===== config.mk =====
export PLATFORM = sky130hd
export DESIGN_NAME = alu_pipe_seq
export DESIGN_NICKNAME = d
export VERILOG_FILES = /design/src/rtl/alu_pipe_seq_pkg.sv /design/src/rtl/alu_shift_unit.sv /design/src/rtl/alu_pipe_seq.sv
export SDC_FILE = /design/constraint.sdc
export NUM_CORES = 1
export LEC_CHECK = 0
export ABC_CLOCK_PERIOD_IN_PS = 2400
export CAP_MARGIN = 0
export CORE_MARGIN = 2
export CORE_UTILIZATION = 60
export CTS_BUF_LIST = sky130_fd_sc_hd__clkbuf_8
export CTS_CLUSTER_DIAMETER = 120
export CTS_CLUSTER_SIZE = 14
export DETAILED_ROUTE_END_ITERATION = 7
export DONT_BUFFER_PORTS = 1
export PLACE_DENSITY_LB_ADDON = 0.08
export SETUP_SLACK_MARGIN = 0.2
export SLEW_MARGIN = 5
export SYNTH_ARGS = -nofsm -noshare
export SYNTH_HDL_FRONTEND = slang
export SYNTH_SLANG_ARGS = --single-unit

===== constraint.sdc =====
create_clock -name clk -period 2.4 [get_ports clk]
set_input_delay 0.24 -clock clk [delete_from_list [all_inputs] [get_ports clk]]
set_output_delay 0.24 -clock clk [all_outputs]
set_load 0.03 [all_outputs]

===== src/rtl/alu_pipe_seq_pkg.sv =====
// ============================================================================
// Module : alu_pipe_seq_pkg
// Brief  : Shared opcode/state enums and default width for alu_pipe_seq.
// Rev    : 1.0  initial release
// ============================================================================
`default_nettype none

package alu_pipe_seq_pkg;

    localparam int ALU_W_DEFAULT = 8;

    typedef enum logic [3:0] {
        kSUB  = 4'd0,
        kPAR  = 4'd1,
        kADD  = 4'd2,
        kXOR  = 4'd3,
        kLSOR = 4'd4,
        kSHL  = 4'd5,
        kSHR  = 4'd6
    } alu_op_t;

    typedef enum logic [1:0] {
        IDLE = 2'd0,
        BUSY = 2'd1,
        DONE = 2'd2
    } alu_state_t;

endpackage

`default_nettype wire


===== src/rtl/alu_shift_unit.sv =====
// ============================================================================
// Module : alu_shift_unit
// Brief  : Loadable W-bit shift register with down-counter, one bit per step.
// Rev    : 1.0  initial release
// ============================================================================
`default_nettype none

module alu_shift_unit #(
    parameter int W   = 8,
    parameter int SHW = 3
) (
    input  logic           clk,
    input  logic           rst_n,
    input  logic           i_load,
    input  logic           i_step,
    input  logic           i_dir,     // 1 = logical right, 0 = left
    input  logic [W-1:0]   i_data,
    input  logic [SHW-1:0] i_amt,
    output logic [W-1:0]   o_next,
    output logic           o_last
);

    logic [W-1:0]   r_data;
    logic [SHW-1:0] r_cnt;
    logic           r_dir;

    always_ff @(posedge clk or negedge rst_n) begin
        if (!rst_n) begin
            r_data <= '0;
            r_cnt  <= '0;
            r_dir  <= 1'b0;
        end else if (i_load) begin
            r_data <= i_data;
            r_cnt  <= i_amt;
            r_dir  <= i_dir;
        end else if (i_step) begin
            r_data <= o_next;
            r_cnt  <= r_cnt - 1'b1;
        end
    end

    assign o_next = r_dir ? {1'b0, r_data[W-1:1]} : {r_data[W-2:0], 1'b0};
    // Count of 0 or 1 means the step in progress is the final one.
    assign o_last = (r_cnt[SHW-1:1] == '0);

endmodule

`default_nettype wire


===== src/rtl/alu_pipe_seq.sv =====
// ============================================================================
// Module : alu_pipe_seq
// Brief  : W-bit ALU with registered result, valid/ready handshake and
//          iterative SHL/SHR. Macro ALU_CARRY_EN adds Carry/Overflow outputs.
// Rev    : 1.0  initial release
// ============================================================================
`default_nettype none

module alu_pipe_seq
    import alu_pipe_seq_pkg::*;
#(
    parameter int W = ALU_W_DEFAULT
) (
    input  logic         clk,
    input  logic         rst_n,
    input  logic         i_valid,
    output logic         o_ready,
    input  logic [3:0]   i_op,
    input  logic [W-1:0] i_a,
    input  logic [W-1:0] i_b,
    output logic         o_valid,
    input  logic         i_ready,
    output logic [W-1:0] o_out,
    output logic         o_zero,
    output logic         o_parity
`ifdef ALU_CARRY_EN
    ,
    output logic         o_carry,
    output logic         o_overflow
`endif
);

    localparam int SHW = $clog2(W);

    alu_state_t     r_state, w_next;
    logic [W-1:0]   w_add, w_sub, w_res, w_fin, w_sh_next;
    logic [SHW-1:0] w_amt;
    logic           w_accept, w_is_shift, w_load_res, w_sh_load, w_sh_step, w_sh_last;

    assign w_amt      = i_b[SHW-1:0];
    assign w_is_shift = (i_op == kSHL) || (i_op == kSHR);
    assign o_ready    = rst_n && ((r_state == IDLE) || ((r_state == DONE) && i_ready));
    assign o_valid    = (r_state == DONE);
    assign w_accept   = i_valid && o_ready;

`ifdef ALU_CARRY_EN
    logic w_add_c, w_sub_c, w_c, w_v, w_c_fin, w_v_fin, r_carry, r_overflow;
    assign {w_add_c, w_add} = {1'b0, i_a} + {1'b0, i_b};
    assign {w_sub_c, w_sub} = {1'b0, i_a} + {1'b0, ~i_b} + (W+1)'(1);
`else
    assign w_add = i_a + i_b;
    assign w_sub = i_a - i_b;
`endif

    always_comb begin
        w_res = '0;
`ifdef ALU_CARRY_EN
        w_c = 1'b0;
        w_v = 1'b0;
`endif
        case (i_op)
            kSUB: begin
                w_res = w_sub;
`ifdef ALU_CARRY_EN
                w_c = w_sub_c;
                w_v = (i_a[W-1] ^ i_b[W-1]) & (w_sub[W-1] ^ i_a[W-1]);
`endif
            end
            kPAR: w_res = {{(W-1){1'b0}}, ^i_a};
            kADD: begin
                w_res = w_add;
`ifdef ALU_CARRY_EN
                w_c = w_add_c;
                w_v = ~(i_a[W-1] ^ i_b[W-1]) & (w_add[W-1] ^ i_a[W-1]);
`endif
            end
            kXOR:  w_res = i_a ^ i_b;
            kLSOR: w_res = {1'b0, {i_a[W-3:0], 1'b0} | i_b[W-2:0]};
            kSHL, kSHR: w_res = i_a;   // zero-distance shift completes immediately
            default: w_res = '0;
        endcase
    end

    always_comb begin
        w_next     = r_state;
        w_load_res = 1'b0;
        w_sh_load  = 1'b0;
        w_sh_step  = 1'b0;
        w_fin      = w_res;
`ifdef ALU_CARRY_EN
        w_c_fin    = w_c;
        w_v_fin    = w_v;
`endif
        case (r_state)
            IDLE, DONE: begin
                if (w_accept) begin
                    if (w_is_shift && (w_amt != '0)) begin
                        w_next    = BUSY;
                        w_sh_load = 1'b1;
                    end else begin
                        w_next     = DONE;
                        w_load_res = 1'b1;
                    end
                end else if ((r_state == DONE) && i_ready) begin
                    w_next = IDLE;
                end
            end
            BUSY: begin
                w_sh_step = 1'b1;
                if (w_sh_last) begin
                    w_next     = DONE;
                    w_load_res = 1'b1;
                    w_fin      = w_sh_next;
`ifdef ALU_CARRY_EN
                    w_c_fin    = 1'b0;
                    w_v_fin    = 1'b0;
`endif
                end
            end
            default: w_next = IDLE;
        endcase
    end

    alu_shift_unit #(.W(W), .SHW(SHW)) u_shift (
        .clk    (clk),
        .rst_n  (rst_n),
        .i_load (w_sh_load),
        .i_step (w_sh_step),
        .i_dir  (i_op == kSHR),
        .i_data (i_a),
        .i_amt  (w_amt),
        .o_next (w_sh_next),
        .o_last (w_sh_last)
    );

    always_ff @(posedge clk or negedge rst_n) begin
        if (!rst_n) begin
            r_state  <= IDLE;
            o_out    <= '0;
            o_zero   <= 1'b0;
            o_parity <= 1'b0;
        end else begin
            r_state <= w_next;
            if (w_load_res) begin
                o_out    <= w_fin;
                o_zero   <= ~|w_fin;
                o_parity <= ^w_fin;
            end
        end
    end

`ifdef ALU_CARRY_EN
    always_ff @(posedge clk or negedge rst_n) begin
        if (!rst_n) begin
            r_carry    <= 1'b0;
            r_overflow <= 1'b0;
        end else if (w_load_res) begin
            r_carry    <= w_c_fin;
            r_overflow <= w_v_fin;
        end
    end
    assign o_carry    = r_carry;
    assign o_overflow = r_overflow;
`endif

endmodule

`default_nettype wire

After elaboration in Yosys (flattened, before gate mapping) --
Cells that the tools add are included.
Storage, ports and cells: bits of input ports 24, RAM bits 0, output and inout bits 12, logic and storage cells 61, memories kept 0, latch bits 0, memory bits (read-only) 0, flip-flop bits (word level) 24
Cells by class: magnitude comparators 0, div/mod/pow operators 0, reduce and logical (&&, ||, !) cells 18, bitwise operators 2, eq/ne operators 10, add/subtract/negate cells 3, shift-type cells 0, muxes and demuxes 21, multiply operators 0
Operators with widths (number):
- $pmux 8 s6 | 1
- $mux 8 | 5
- $reduce_xor 8->1 | 2
- $eq 4x3->1 const B | 3
- $add 8x8->8 | 1
- $eq 4x2->1 const B | 2
- $mux 2 | 4
- $reduce_or 8->1 | 1
- $sub 8x8->8 | 1
- $xor 8x8->8 | 1
- $mux 1 | 7
- $or 7x7->7 | 1
- $mux 3 | 2
- $eq 4x1->1 const B | 1
- $logic_and 1x1->1 | 4
- $logic_not 2->1 | 2
- $logic_not 4->1 | 1
- $pmux 2 s2 | 1
- $reduce_or 2->1 | 2
- $ne 3x3->1 const B | 1
- $reduce_bool 3->1 | 1
- $sub 3x1->3 const B | 1
- $eq 2x1->1 const B | 1
- $eq 2x2->1 const B | 1
- 6 further kinds | 7

Depth between registers and ports, before layout --
word-level depth 8, depth in mapped cells 16, mapped depth without buffers 15

Hierarchy --
A second synthesis with hierarchy kept.
Unflattened totals: cells, all modules 287, area, all modules 2494.9 um^2
By module, submodules not included:
- alu_pipe_seq | instances 1, sequential area each 300.3 um^2, area each 1764.2 um^2, cells an instance 219
- alu_shift_unit | instances 1, sequential area each 300.3 um^2, area each 730.7 um^2, cells an instance 68

Worst setup path after synthesis --
No wires, ideal clock.
kind input to register, from in i_b[1], to reg o_parity, stages 16, data arrival time 3.129 ns, data required time 2.270 ns, library setup time 0.130 ns, path buffers 1, slack -0.859 ns, cells stage by stage clkbuf_1 inv_1 ha_1 ha_1 mux2_2 ha_1 nor2b_1 o31a_1 o22ai_1 xnor2_1 a211o_1 o21ai_0 ha_1 xnor2_1 xnor2_1 a21oi_1
Between the ends: cells in the longest elaborated chain, start to end 5, elaborated cells on any way between the ends 13, classes of those cells 2 x add/sub; 6 x mux; 2 x bitwise; 3 x reduce/logical
Ends and longest elaborated chain:
- from (decl) | line alu_pipe_seq.sv:20 | input logic [W-1:0] i_b,
- $add 8x8->8, or another cell as far along | line alu_pipe_seq.sv:51 | assign w_add = i_a + i_b;
- $pmux 8 s6 / $logic_and 1x1->1 (equally long branches) | line alu_pipe_seq.sv:61, alu_pipe_seq.sv:97
- $mux 8 / $mux 1 (equally long branches) | line alu_pipe_seq.sv:110, alu_pipe_seq.sv:97
- $mux 8 / $mux 1 (equally long branches) | line alu_pipe_seq.sv:94, alu_pipe_seq.sv:96
- $reduce_xor 8->1 / $pmux 1 s2 (equally long branches) | line alu_pipe_seq.sv:147, alu_pipe_seq.sv:94
- to (signal assigned) | line alu_pipe_seq.sv:147 | o_parity <= ^w_fin;
- to (decl) | line alu_pipe_seq.sv:25 | output logic o_parity
Parallel ways exist; a longest one is shown, timed or not. A chain may end at the register's enable or synchronous reset.

Worst setup path in the final report --
from in i_op[2], to reg o_parity
Between the ends: cells in the longest elaborated chain, start to end 6, elaborated cells on any way between the ends 17, classes of those cells 6 x eq/ne; 6 x mux; 5 x reduce/logical
Ends and longest elaborated chain:
- from (decl) | line alu_pipe_seq.sv:18 | input logic [3:0] i_op,
- $eq 4x3->1 | line alu_pipe_seq.sv:41, alu_pipe_seq.sv:61
- $reduce_or 2->1 / $logic_or 1x1->1 (equally long branches) | line alu_pipe_seq.sv:61, alu_pipe_seq.sv:41
- $pmux 8 s6 / $logic_and 1x1->1 (equally long branches) | line alu_pipe_seq.sv:61, alu_pipe_seq.sv:97
- $mux 8 / $mux 1 (equally long branches) | line alu_pipe_seq.sv:110, alu_pipe_seq.sv:97
- $mux 8 / $mux 1 (equally long branches) | line alu_pipe_seq.sv:94, alu_pipe_seq.sv:96
- $reduce_xor 8->1 / $pmux 1 s2 (equally long branches) | line alu_pipe_seq.sv:147, alu_pipe_seq.sv:94
Parallel ways exist; a longest one is shown, timed or not.

==> metrics.csv <==
stage,metric,value,unit
setup_path,cp-start-kind,input pin,
global_routing,grt.overflow.total,0,
outcome,status,"finished, violations left",
cts,cts_tree,yes,
yosys,netlist_area,2410,um2
setup_path,crit_chain,nor4b_4 -> buf_6 -> mux2_4 -> inv_2 -> fa_2 -> nor2_1 -> a311o_1 -> a22oi_2 -> nor2_1 -> nor2_2 -> ha_4 -> xnor2_2 -> xnor2_1 -> a21oi_1,
global_routing,grtUsageTotal,0.310,
flow_run,maxCapViolations,0,
sta,timing.final.ws_setup,-0.350,ns
placed_design,dpl_cell_area,2650,um2
cts,cts_num_sinks,24,
yosys,async_reset_ff_frac,1.00,
yosys,yosys.area_share.simple,0.209,
yosys,synth-seq-area-share,0.249,
yosys,synth_edf_count,0,
power_and_ir_drop,p_sw,0.723,mW
power_and_ir_drop,combinationalPowerShare,0.444,
sta,hold_viol_final,0,
die,die_area,4530,um2
min_path,hold_depth,1,
power_and_ir_drop,max-vdd-ir-drop,545,uV
setup_path,path_max_fanout,19,
finish,fin_nets,348,
die,io_pins,36,
sta,rsz0062_at_grt,yes,
finish,mostFrequentLayoutCell,buf_4,
power_and_ir_drop,swShare,0.395,
setup_path,critPathMaxStageDelay,0.53,ns
setup_path,cp.required,2.55,ns
setup_path,crit_type,in -> reg,
cts,cts_made_buffers,3,
sta,period_share,1.15,
yosys,syn_area_per_cell,8.42,um2
die,rows,23,
die,initial_core_util,0.611,
drt,viasPerCell,6.32,
global_routing,grt_start_max_net_pins,25,
sta,relSlewSlack,0.271,
die,die_w,67.3,um
yosys,ys_ff_latch,24,
die,core_area,3940,um2
power_and_ir_drop,p_total,1.83,mW
power_and_ir_drop,power.leakage,1.21,nW
finish,syn2layout_area_growth,19.0,%
placed_design,io_buffers,0,
sta,fin_skew,0.00347,ns
setup_path,end_kind,flop,
die,die_y,67.3,um
setup_path,slowest_stage,fa_2,
placed_design,finalWeightedCongestion,0.925,
outcome,violations,negative setup slack,
finish,final_area,2870,um2
setup_path,worst-path-buf-inv,2,
placed_design,placedCellCount,346,
global_routing,antenna_found_initial,0,
drt,wl_per_cell,18.8,um
power_and_ir_drop,pwr-share-clk,0.150,
sta,fin_setup_tns,-0.717,ns
finish,layout_common_cells,"34 x buf_4, 30 x nor2_1, 24 x dfrtp_1",
setup_path,r2r_cells,9,
finish,n_antenna_cell,0,
global_routing,grt_pass1_wl,10500,um
cts,htreeDepth,1,
drt,drc,0,
yosys,synth-compound-area-share,0.248,
sta,finalSetupViolCount,3,
min_path,worstHoldPathType,in -> reg,
yosys,synth_cells,286,
power_and_ir_drop,powerDensity,639,nW/um2
cts,cts_buffer_depth,2,
cts,root_buffer,clkbuf_8,
cts,clk_pin_slew,0.08,ns
finish,fin_cells,358,
yosys,synth_xor_area_frac,0.0977,
yosys,synth_nets,325,
setup_path,worst_ep_arrival_time,2.90,ns
yosys,ys_types,65,
sta,hold_ws,0.111,ns
setup_path,cpMostUsedCell,nor2_1,
drt,routed_wl,6740,um
drt,ant_nets,0,
drt,initialDrtViolationCount,238,
yosys,yosysWarnings,0,
sta,maxSlewViolCount,0,
setup_path,cp_top_family,adder cells,
sta,worstMarginPinSlew,1.09,ns
drt,firstDrtPassIters,5,
drt,dr_total_vias,2263,
yosys,synth_mux_area_frac,0.0551,
setup_path,path_depth,14,
yosys,synth_fa_ha_area_frac,0.0811,
power_and_ir_drop,seqPwrFrac,0.406,
cts,clock_latency,0.27,ns
placed_design,place_hpwl,4910,um
yosys,synth_top_family_by_area,compound AO/OA/AOI/OAI gates,
power_and_ir_drop,intPower,1.11,mW
global_routing,grt_pass1_vias,2207,
sta,max_freq,364,MHz
finish,drive_gt1_frac,0.256,
sta,period_needed,2.75,ns
yosys,ys.flop_type,dfrtp_1,
==> power groups by stage <==
| stage | sequential (mW) | combinational [mW] | clock [mW] |
|---|---|---|---|
| after floorplan | 0.727 | 0.575 | 0 |
| after detailed placement | 0.746 | 0.737 | 0 |
| final | 0.743 | 0.812 | 0.275 |
| after CTS | 0.740 | 0.787 | 0.277 |
| after global routing | 0.760 | 0.896 | 0.288 |
| after global placement | 0.745 | 0.725 | 0 |
==> cells in the mapped netlist (2+ instances only) <==
cell type  count  area share
nand2_1       19       0.030
a211o_1        2      0.0073
nor4_1         2      0.0052
or3_1          2      0.0052
a31oi_1        6       0.016
inv_1         12       0.019
a211oi_1       3      0.0094
a21oi_1       15       0.031
a221o_1        8       0.033
a21o_1         4       0.012
mux2_2         2      0.0094
ha_1          14       0.073
buf_2          6       0.012
o2bb2ai_1      3       0.011
mux2i_1       11       0.046
dfrtp_1       24        0.25
o21a_1         2      0.0062
nor2_1        32       0.050
and3b_1        3       0.011
nand4b_1       2      0.0073
nor3_1         5       0.010
o31a_1         2      0.0073
xnor2_1       19       0.069
nor2b_1        6       0.016
o21ai_0       13       0.027
a22o_1         3       0.011
o22ai_1        3      0.0078
a22oi_1        3      0.0094
o211ai_1       2      0.0062
clkbuf_1      11       0.017
nand4_1        2      0.0052
o21bai_1       3      0.0094
xor2_1         6       0.022
nand2b_1       5       0.013
==> what timing repair did <==
item,in CTS,in global routing
endpoints found under the setup margin,6,7
pin swaps,17,10
hold buffers,1,0
endpoints found under the hold margin,24,0
buffers inserted,5,2
gates resized for setup,11,8
==> metal layers <==
layer	global-route usage	part of all wire
met5	0	0
met4	0.0689	0.014
met3	0.0650	0.075
met2	0.493	0.46
met1	0.433	0.45
==> sequential cells by signal, indices dropped and copies added, names as in the netlist <==
signal,flops
o_parity,1
o_zero,1
u_shift.r_dir,1
o_out,8
u_shift.r_data,8
u_shift.r_cnt,3
r_state,2
==> layout make-up <==
type,instances,area (um2)
fill,330,1080
inverter,13,48.8
sequential,24,601
timing repair buffer,38,299
tap,50,62.6
multi-input combinational,229,1800
clock buffer,4,55.1
==> stage by stage <==
step	worst slack, ns	utilization
floorplan	-0.653	-
global placement	-0.667	0.673
detailed placement	-0.686	0.673
CTS	-0.332	0.713
global route	-0.488	0.727
finish	-0.350	0.727
==> worst paths after layout <==
| path | end | slack (ns) | start |
|---|---|---|---|
| max | o_parity | -0.35 | i_op[2] |
| min | u_shift.r_data[7] | 0.11 | i_a[7] |
| max reg2reg | o_parity | -0.11 | u_shift.r_cnt[1] |
| min reg2reg | u_shift.r_data[7] | 0.54 | u_shift.r_data[7] |
| max in group asynchronous | o_out[2] | 1.13 | rst_n |
| min in group asynchronous | u_shift.r_data[1] | 0.62 | rst_n |
==> cells by family after synthesis <==
family,after synthesis
AO/OA/AOI/OAI,83
XOR/XNOR,26
adder cells (fa/ha/maj),15
buffers and inverters,33
flip-flops,24
multiplexers,13
AND/OR/NAND/NOR,92
Note: power is estimated with default switching activity, not from simulation.
